[config.mk]
export PLATFORM = sky130hd
export DESIGN_NAME = ripple_counter
export DESIGN_NICKNAME = d
export VERILOG_FILES = /design/src/rtl/ripple_counter.sv
export SDC_FILE = /design/constraint.sdc
export NUM_CORES = 1
export LEC_CHECK = 0
export CAP_MARGIN = 10
export CORE_AREA = 2 2 39 41
export CTS_CLUSTER_DIAMETER = 50
export DETAILED_ROUTE_END_ITERATION = 8
export DIE_AREA = 0 0 41 43
export GPL_ROUTABILITY_DRIVEN = 0
export PLACE_DENSITY = 0.36
export SLEW_MARGIN = 10
export SYNTH_ARGS = -nofsm -noshare
export SYNTH_HDL_FRONTEND = slang
export SYNTH_SLANG_ARGS = --single-unit
[constraint.sdc]
create_clock -name CLK -period 2.5 [get_ports CLK]
set_clock_uncertainty 0.15 [all_clocks]
set_input_delay 0.625 -clock CLK [delete_from_list [all_inputs] [get_ports CLK]]
set_output_delay 0.625 -clock CLK [all_outputs]
set_load 0.02 [all_outputs]
[src/rtl/ripple_counter.sv]
// WIDTH-bit down counter built from T flip-flop stages.
// A ripple borrow chain gates each stage's toggle enable.
module ripple_counter #(
  parameter int WIDTH = 4
) (
  output logic [WIDTH-1:0] Q,
  input  logic             T,
  input  logic             CLK,
  input  logic             RESET
);

  logic [WIDTH-1:0] r_q;
  logic [WIDTH-1:0] w_t;

  assign w_t[0] = T;

  // Stage i toggles only while every lower stage is zero (borrow).
  for (genvar i = 1; i < WIDTH; i++) begin : g_borrow
    assign w_t[i] = w_t[i-1] & ~r_q[i-1];
  end

  always_ff @(posedge CLK) begin
    if (RESET) begin
      r_q <= '0;
    end else begin
      r_q <= r_q ^ w_t;
    end
  end

  assign Q = r_q;

endmodule

Word level (Yosys, flattened, before mapping)
Cells that the tools add are included.

Register bits: 4. Input port bits: 3. Output and inout bits: 4. Logic and storage cells: 8.

Bitwise logic cells: 7.

Operators with widths (count): bitwise XOR 4 bit (1); AND 1 bit (3); inverter 1 bit (3).

Logic depth before layout (Yosys ltp)
Gate-level depths: netlist of run 1.

Depth after elaboration: 5. Depth in mapped cells: 6. Depth with buffers taken out: 6.

Worst setup path before layout of run 1
OpenSTA, ideal clock, no wires.

Path kind: input port to flip-flop. From: input T. To: register r_q[3] (netlist: Q[3]). Data required time: 2.235 ns. Path buffers: 0. Path slack: 0.918 ns. Arrival: 1.317 ns. Stages on the path: 5. Setup time: 0.115 ns. Cell sequence: ha_1 > ha_1 > ha_1 > xnor2_1 > nor2_1.

Cells in the longest elaborated chain, start to end: 4.

RTL lines: from (decl) (RTL line 7) `input logic T,`; AND 1 bit (3 in series) (RTL line 19) `assign w_t[i] = w_t[i-1] & ~r_q[i-1];`; bitwise XOR 4 bit (RTL line 26) `r_q <= r_q ^ w_t;`; to (signal assigned) (RTL line 26); to (decl) (RTL line 12) `logic [WIDTH-1:0] r_q;`.

No other way between the ends. A chain may end at the register's enable or synchronous reset.

Final worst setup path of run 1
From: register r_q[3] (netlist: Q[3]). To: output Q[3].

RTL lines: to (decl) (RTL line 6) `output logic [WIDTH-1:0] Q,`.

No word-level cell between the ends.

==> results_dict.tcl, run 1 <==
set metrics [dict create \
    global_route.usage.met1 0.0418 \
    post-cts-setup-buffers 0 \
    seq_cells_post_synth 4 \
    detailedPlacementHpwl_um 203 \
    cell_type_of_the_slowest_stage_on_the_worst_timing_path "sky130_fd_sc_hd__clkdlybuf4s50_1" \
    grt_use_met3 0.0785 \
    cp_max_fo 2 \
    worst_hold_path.endpoint "Q[3]" \
    max_freq_ghz 0.516 \
    die_w_um 41 \
    synth_cell_area_um2 153 \
    io-pin-count 7 \
    vdd.ir_drop.worst_mv 0.281 \
    timing.critical_path.to_type "output port" \
    grt_start_max_net_pins 5 \
    worst-path-buf-inv 1 \
    groute.usage.overall 0.0492 \
    post_route_cells_drive_above_1_share 0.125 \
    whs_path_depth 2 \
    setup_viol 0 \
    cts_tree "built" \
    synth_sequential_area_ratio 0.525 \
    antenna_left 0 \
    antenna-diode-count 0 \
    r2r-end "Q[3]" \
    power.leakage_uw 0.000107 \
    worstReg2RegStart "Q[0]" \
    antenna_found_initial 0 \
    synth_simple_gate_area_frac 0.0984 \
    overflow 0 \
    synthesized_area_fraction_occupied_by_ao_oa_aoi_and_oai_cells 0 \
    unrepaired_setup_endpoints_after_global_routing "no" \
    cp_slowest_stage_delay_ns 0.60 \
    total_die_area_um2 1760 \
    clock_buffer_count_from_cts 3 \
    remaining_drc_errors 0 \
    filler_cell_count 155 \
    clock_tree.htree_level_count 1 \
    design.core.area_um2 1380 \
    die_y_um 43 \
    top_usage_layer_grt "met3" \
    final_hold_viol_count 0 \
    worst-slew-pin-transition_ns 0.211 \
    combPwrFrac 0.253 \
    power_frac_clock 0.367 \
    worstRegToRegCells 6 \
    post-synth-top-area-fraction 0.525 \
    cp.arrival_ns 1.16 \
    routed-via-count 123 \
    total_wire_length_um 227 \
    longest_clk_path_bufs 2 \
    netlist.top_cell.by_area "sky130_fd_sc_hd__dfxtp_1" \
    syn_inst 15 \
    p_int_uw 155 \
    met2_usage 0.0469 \
    grt_pass1_wl_um 462 \
    max-slew-margin-rel 0.859 \
    number_of_pins_exceeding_their_max_slew_limit_in_the_final_report 0 \
    final_critical_path_setup_slack_ns 0.562 \
    crit_path_cell_trace "clkdlybuf4s50_1" \
    fin_crit_sh 0.775 \
    worst-r2r-setup-slack_ns 1.12 \
    netlist_top_cells_area "sky130_fd_sc_hd__dfxtp_1 52%, sky130_fd_sc_hd__ha_1 25%, sky130_fd_sc_hd__nor2_1 9.8%, sky130_fd_sc_hd__inv_1 7.4%, sky130_fd_sc_hd__xnor2_1 5.7%" \
    netSwitchingFraction 0.249 \
    instances_no_fill 40 \
    synth_fa_ha_area_frac 0.246 \
    run_status "finished clean" \
    first_iter_violations 0 \
    worstSetupPathType "register to output port" \
    place_inst 37 \
    synth.distinct_cells 5 \
    flip_flop_count_of_the_largest_register_all_copies_and_words_added 4 \
    grt_pass1_vias 125 \
    clk-insertion-delay-late_ns 0.23 \
    switching_power_uw 51.2 \
    timing.hold.worst.start "Q[3]" \
    cts.hold.buffers_added 0 \
    design_area_um2 255 \
    path_clk_slew_ns 0.04 \
    worstHoldPathType "register to register" \
    report.power.total_uw 206 \
    dp_slack_ns 0.437 \
    routedWlPerCell_um 5.68 \
    synth-xor-area-share 0.0574 \
    synthesis.nets 21 \
    numPortBuffers 6 \
    yosys_warnings 0 \
    critical_path_required_ns 1.73 \
    final.min_clock_period_ns 1.94 \
    synthMuxAreaShare 0 \
    cap_violations 0 \
    rows 14 \
    post_dp_cell_area_um2 233 \
    syn_avg_cell_area_um2 10.2 \
    p_seq_frac 0.380 \
    cp_top_family "buffers and inverters" \
    critical_path.startpoint_type "register" \
    dr.pass1.iters 1 \
    area.growth.synth_to_final_pct 67.2 \
    cts_root_buffer "sky130_fd_sc_hd__clkbuf_4" \
    total_negative_slack_for_setup_checks_ns 0 \
    finish.net_count 32 \
    viasPerCell 3.08 \
    start_util 0.110 \
    power-per-cell-area_nw_per_um2 807 \
    clock_sinks 4 \
    dominant_combinational_cell_family_by_area_after_synthesis "adder cells" \
    cts-resized-gates 0 \
]
==> worst reg2reg max path, stage by stage, from the launching register on <==
cell	delay, ns
sky130_fd_sc_hd__dfxtp_1	0.31
sky130_fd_sc_hd__inv_1	0.04
sky130_fd_sc_hd__ha_1	0.19
sky130_fd_sc_hd__ha_1	0.18
sky130_fd_sc_hd__ha_1	0.19
sky130_fd_sc_hd__xnor2_1	0.15
sky130_fd_sc_hd__nor2_1	0.05
==> area by class of cell <==
class	instances	area (um2)	area share
clock buffer	3	22.5	0.0882
inverter	3	11.3	0.0441
multi-input combinational	8	61.3	0.240
sequential	4	80.1	0.314
tap	16	20.0	0.0784
timing repair buffer	6	60.1	0.235
==> power by group through the flow <==
stage | clock (uW) | combinational, uW | sequential, uW
floorplan | 0 | 16.8 | 90.9
global placement | 0 | 52.0 | 78.9
detailed placement | 0 | 53.0 | 79.4
CTS | 80.6 | 53.2 | 78.5
global route | 86.7 | 59.8 | 80.1
finish | 75.6 | 52.1 | 78.2
==> metrics by stage <==
step                      hold WS, ns   util
final                           0.355  0.184
after floorplan                 0.439      -
after global routing            0.439  0.184
after detailed placement        0.356  0.168
after global placement          0.337  0.168
after CTS                       0.368  0.184
==> routing by layer <==
layer  up-vias  part of all wire
li1         64                 -
met1        52              0.43
met2         7              0.41
met3         0              0.16
met4         0                 0
met5         -                 0
==> logic make-up after synthesis <==
family        after synthesis
simple gates                4
fa+ha+maj                   3
buf+inv                     3
flops                       4
xor+xnor                    1
==> synth_stat cells <==
| cell type | count |
|---|---|
| sky130_fd_sc_hd__dfxtp_1 | 4 |
| sky130_fd_sc_hd__nor2_1 | 4 |
| sky130_fd_sc_hd__ha_1 | 3 |
| sky130_fd_sc_hd__inv_1 | 3 |
| sky130_fd_sc_hd__xnor2_1 | 1 |
==> placed cells by master, fill, tap and decap left out, drive strengths merged <==
cell / n
ha: 3
dfxtp: 4
xnor2: 1
clkdlybuf4s50: 6
inv: 3
clkbuf: 3
nor2: 4
==> worst max-delay path by stage <==
stage	start	endpoint	slack (ns)	depth (start not counted)
5_1_grt	Q[3]	Q[3]	0.49	1
2_1_floorplan	T	Q[3]	0.92	5
6_report	Q[3]	Q[3]	0.56	1
3_3_place_gp	T	Q[3]	0.46	6
4_1_cts	Q[3]	Q[3]	0.54	1
3_5_place_dp	T	Q[3]	0.44	6
Power figures use the tool's default switching activity.
==> run 2: changes to the inputs <==
==> constraint.sdc (replaced) <==
create_clock -name CLK -period 1.8 [get_ports CLK]
set_clock_uncertainty 0.15 [all_clocks]
set_input_delay 0.45 -clock CLK [delete_from_list [all_inputs] [get_ports CLK]]
set_output_delay 0.45 -clock CLK [all_outputs]
set_load 0.02 [all_outputs]
==> run 2 against run 1 <==
Net effect:
- setup slack got worse by 0.52 ns
- cell area rose by 0.98%
- final cell count did not move
- sequential power grew 38%
- count of clock-buffer cells in the layout unchanged
- power up 41%
- critical path type unchanged
- critical endpoint is now Q[0]
- largest power group is now clock
- highest routed layer unchanged
==> results_dict.tcl, run 2 (synthesized netlist as in run 1, its figures left out) <==
set metrics [dict create \
    routed-via-count 120 \
    design_area_um2 258 \
    filler_cell_count 159 \
    path_clk_slew_ns 0.04 \
    timing.critical_path.to_type "output port" \
    worstHoldPathType "register to register" \
    clock_buffer_count_from_cts 3 \
    overflow 0 \
    start_util 0.110 \
    critical_path.startpoint_type "register" \
    mostFrequentLayoutCells "5 x sky130_fd_sc_hd__clkdlybuf4s50_1, 4 x sky130_fd_sc_hd__dfxtp_1, 4 x sky130_fd_sc_hd__nor2_1" \
    cap_violations 0 \
    cp.arrival_ns 1.16 \
    antenna_found_initial 0 \
    power-per-cell-area_nw_per_um2 1130 \
    cts.hold.buffers_added 0 \
    io-pin-count 7 \
    post-cts-setup-buffers 0 \
    clock_tree.htree_level_count 1 \
    finish.net_count 32 \
    cell_type_of_the_slowest_stage_on_the_worst_timing_path "sky130_fd_sc_hd__clkdlybuf4s50_1" \
    clock_sinks 4 \
    run_status "finished clean" \
    multiInputGateArea_um2 61.3 \
    grt_pass1_wl_um 434 \
    grt_start_max_net_pins 5 \
    antenna-diode-count 0 \
    max-slew-margin-rel 0.850 \
    die_w_um 41 \
    grt_pass1_vias 122 \
    numPortBuffers 6 \
    vdd.ir_drop.worst_mv 0.342 \
    final.min_clock_period_ns 1.76 \
    number_of_pins_exceeding_their_max_slew_limit_in_the_final_report 0 \
    max_freq_ghz 0.568 \
    groute.usage.overall 0.0452 \
    cts_root_buffer "sky130_fd_sc_hd__clkbuf_4" \
    worst-slew-pin-transition_ns 0.224 \
    remaining_drc_errors 0 \
    cts_tree "built" \
    unrepaired_setup_endpoints_after_global_routing "no" \
    cp_slowest_stage_delay_ns 0.61 \
    post_route_cells_drive_above_1_share 0.125 \
    total_die_area_um2 1760 \
    viasPerCell 3.00 \
    post_dp_cell_area_um2 233 \
    flip_flop_count_of_the_largest_register_all_copies_and_words_added 4 \
    fin_crit_sh 0.979 \
    clk-insertion-delay-late_ns 0.23 \
    final_hold_viol_count 0 \
    dr.pass1.iters 2 \
    crit_path_cell_trace "clkdlybuf4s50_1" \
    rows 14 \
    antenna_left 0 \
    total_wire_length_um 243 \
    cp_max_fo 2 \
    report.power.total_uw 290 \
    area.growth.synth_to_final_pct 68.9 \
    setup_viol 0 \
    routedWlPerCell_um 6.08 \
    die_y_um 43 \
    register_area_um2 80.1 \
    critical_path_required_ns 1.20 \
    cp_top_family "buffers and inverters" \
    mostFrequentLayoutCell "sky130_fd_sc_hd__clkdlybuf4s50_1" \
    worstSetupPathType "register to output port" \
    worst-path-buf-inv 1 \
    longest_clk_path_bufs 2 \
    power.leakage_uw 0.000123 \
    design.core.area_um2 1380 \
    first_iter_violations 3 \
]
## run 2: changes by cell type in the layout (fill, tap and decap cells not counted)
cell / delta
sky130_fd_sc_hd__clkdlybuf4s50_1: -1
sky130_fd_sc_hd__dlymetal6s2s_1: +1
## run 2: final timing paths
path,startpoint,end,slack [ns],depth (start not counted)
setup / recovery,Q[0],Q[0],0.04,1
hold / removal,Q[3],Q[3],0.35,2
setup reg to reg,Q[0],Q[3],0.42,6
hold reg to reg,Q[3],Q[3],0.35,2
## run 2: metrics by stage
step	setup WS (ns)	setup TNS [ns]	hold WS, ns	utilization	cells
after floorplan	0.330	0	0.367	-	15
after global placement	-0.0657	-0.0657	0.337	0.168	37
after detailed placement	-0.0827	-0.0827	0.350	0.168	37
after CTS	0.0135	0	0.363	0.184	40
after global routing	0.000146	0	0.426	0.186	40
final	0.0385	0	0.346	0.186	40
## run 2: final cells by class
cell class / count / area share
flip-flops and latches: 4 / 0.311
multi-input cells: 8 / 0.238
inverters: 3 / 0.0437
repair buffers: 6 / 0.243
well taps: 16 / 0.0777
clock buffers: 3 / 0.0874
## run 2: where the power goes
part	internal (uW)	switching, uW
clock	74.5	36.1
sequential	102	6.09
combinational	37.5	33.9
## run 2: worst register-to-register path, cell delays in order (launching register included)
cell and delay [ns]:
sky130_fd_sc_hd__dfxtp_1 0.32, sky130_fd_sc_hd__inv_1 0.05, sky130_fd_sc_hd__ha_1 0.18, sky130_fd_sc_hd__ha_1 0.18, sky130_fd_sc_hd__ha_1 0.19, sky130_fd_sc_hd__xnor2_1 0.15, sky130_fd_sc_hd__nor2_1 0.05
## run 2: metal layers
metal  vias to the layer above  GRT usage  routed length [um]
li1                         63          -                   -
met1                        49     0.0386                  95
met2                         8     0.0469                  97
met3                         0     0.0785                  50
met4                         0     0.0200                   0
met5                         -          0                   0
## run 2: repair_timing
action	in CTS	in global routing
gates resized for setup	0	1
endpoints found under the hold margin	0	0
endpoints found under the setup margin	0	1
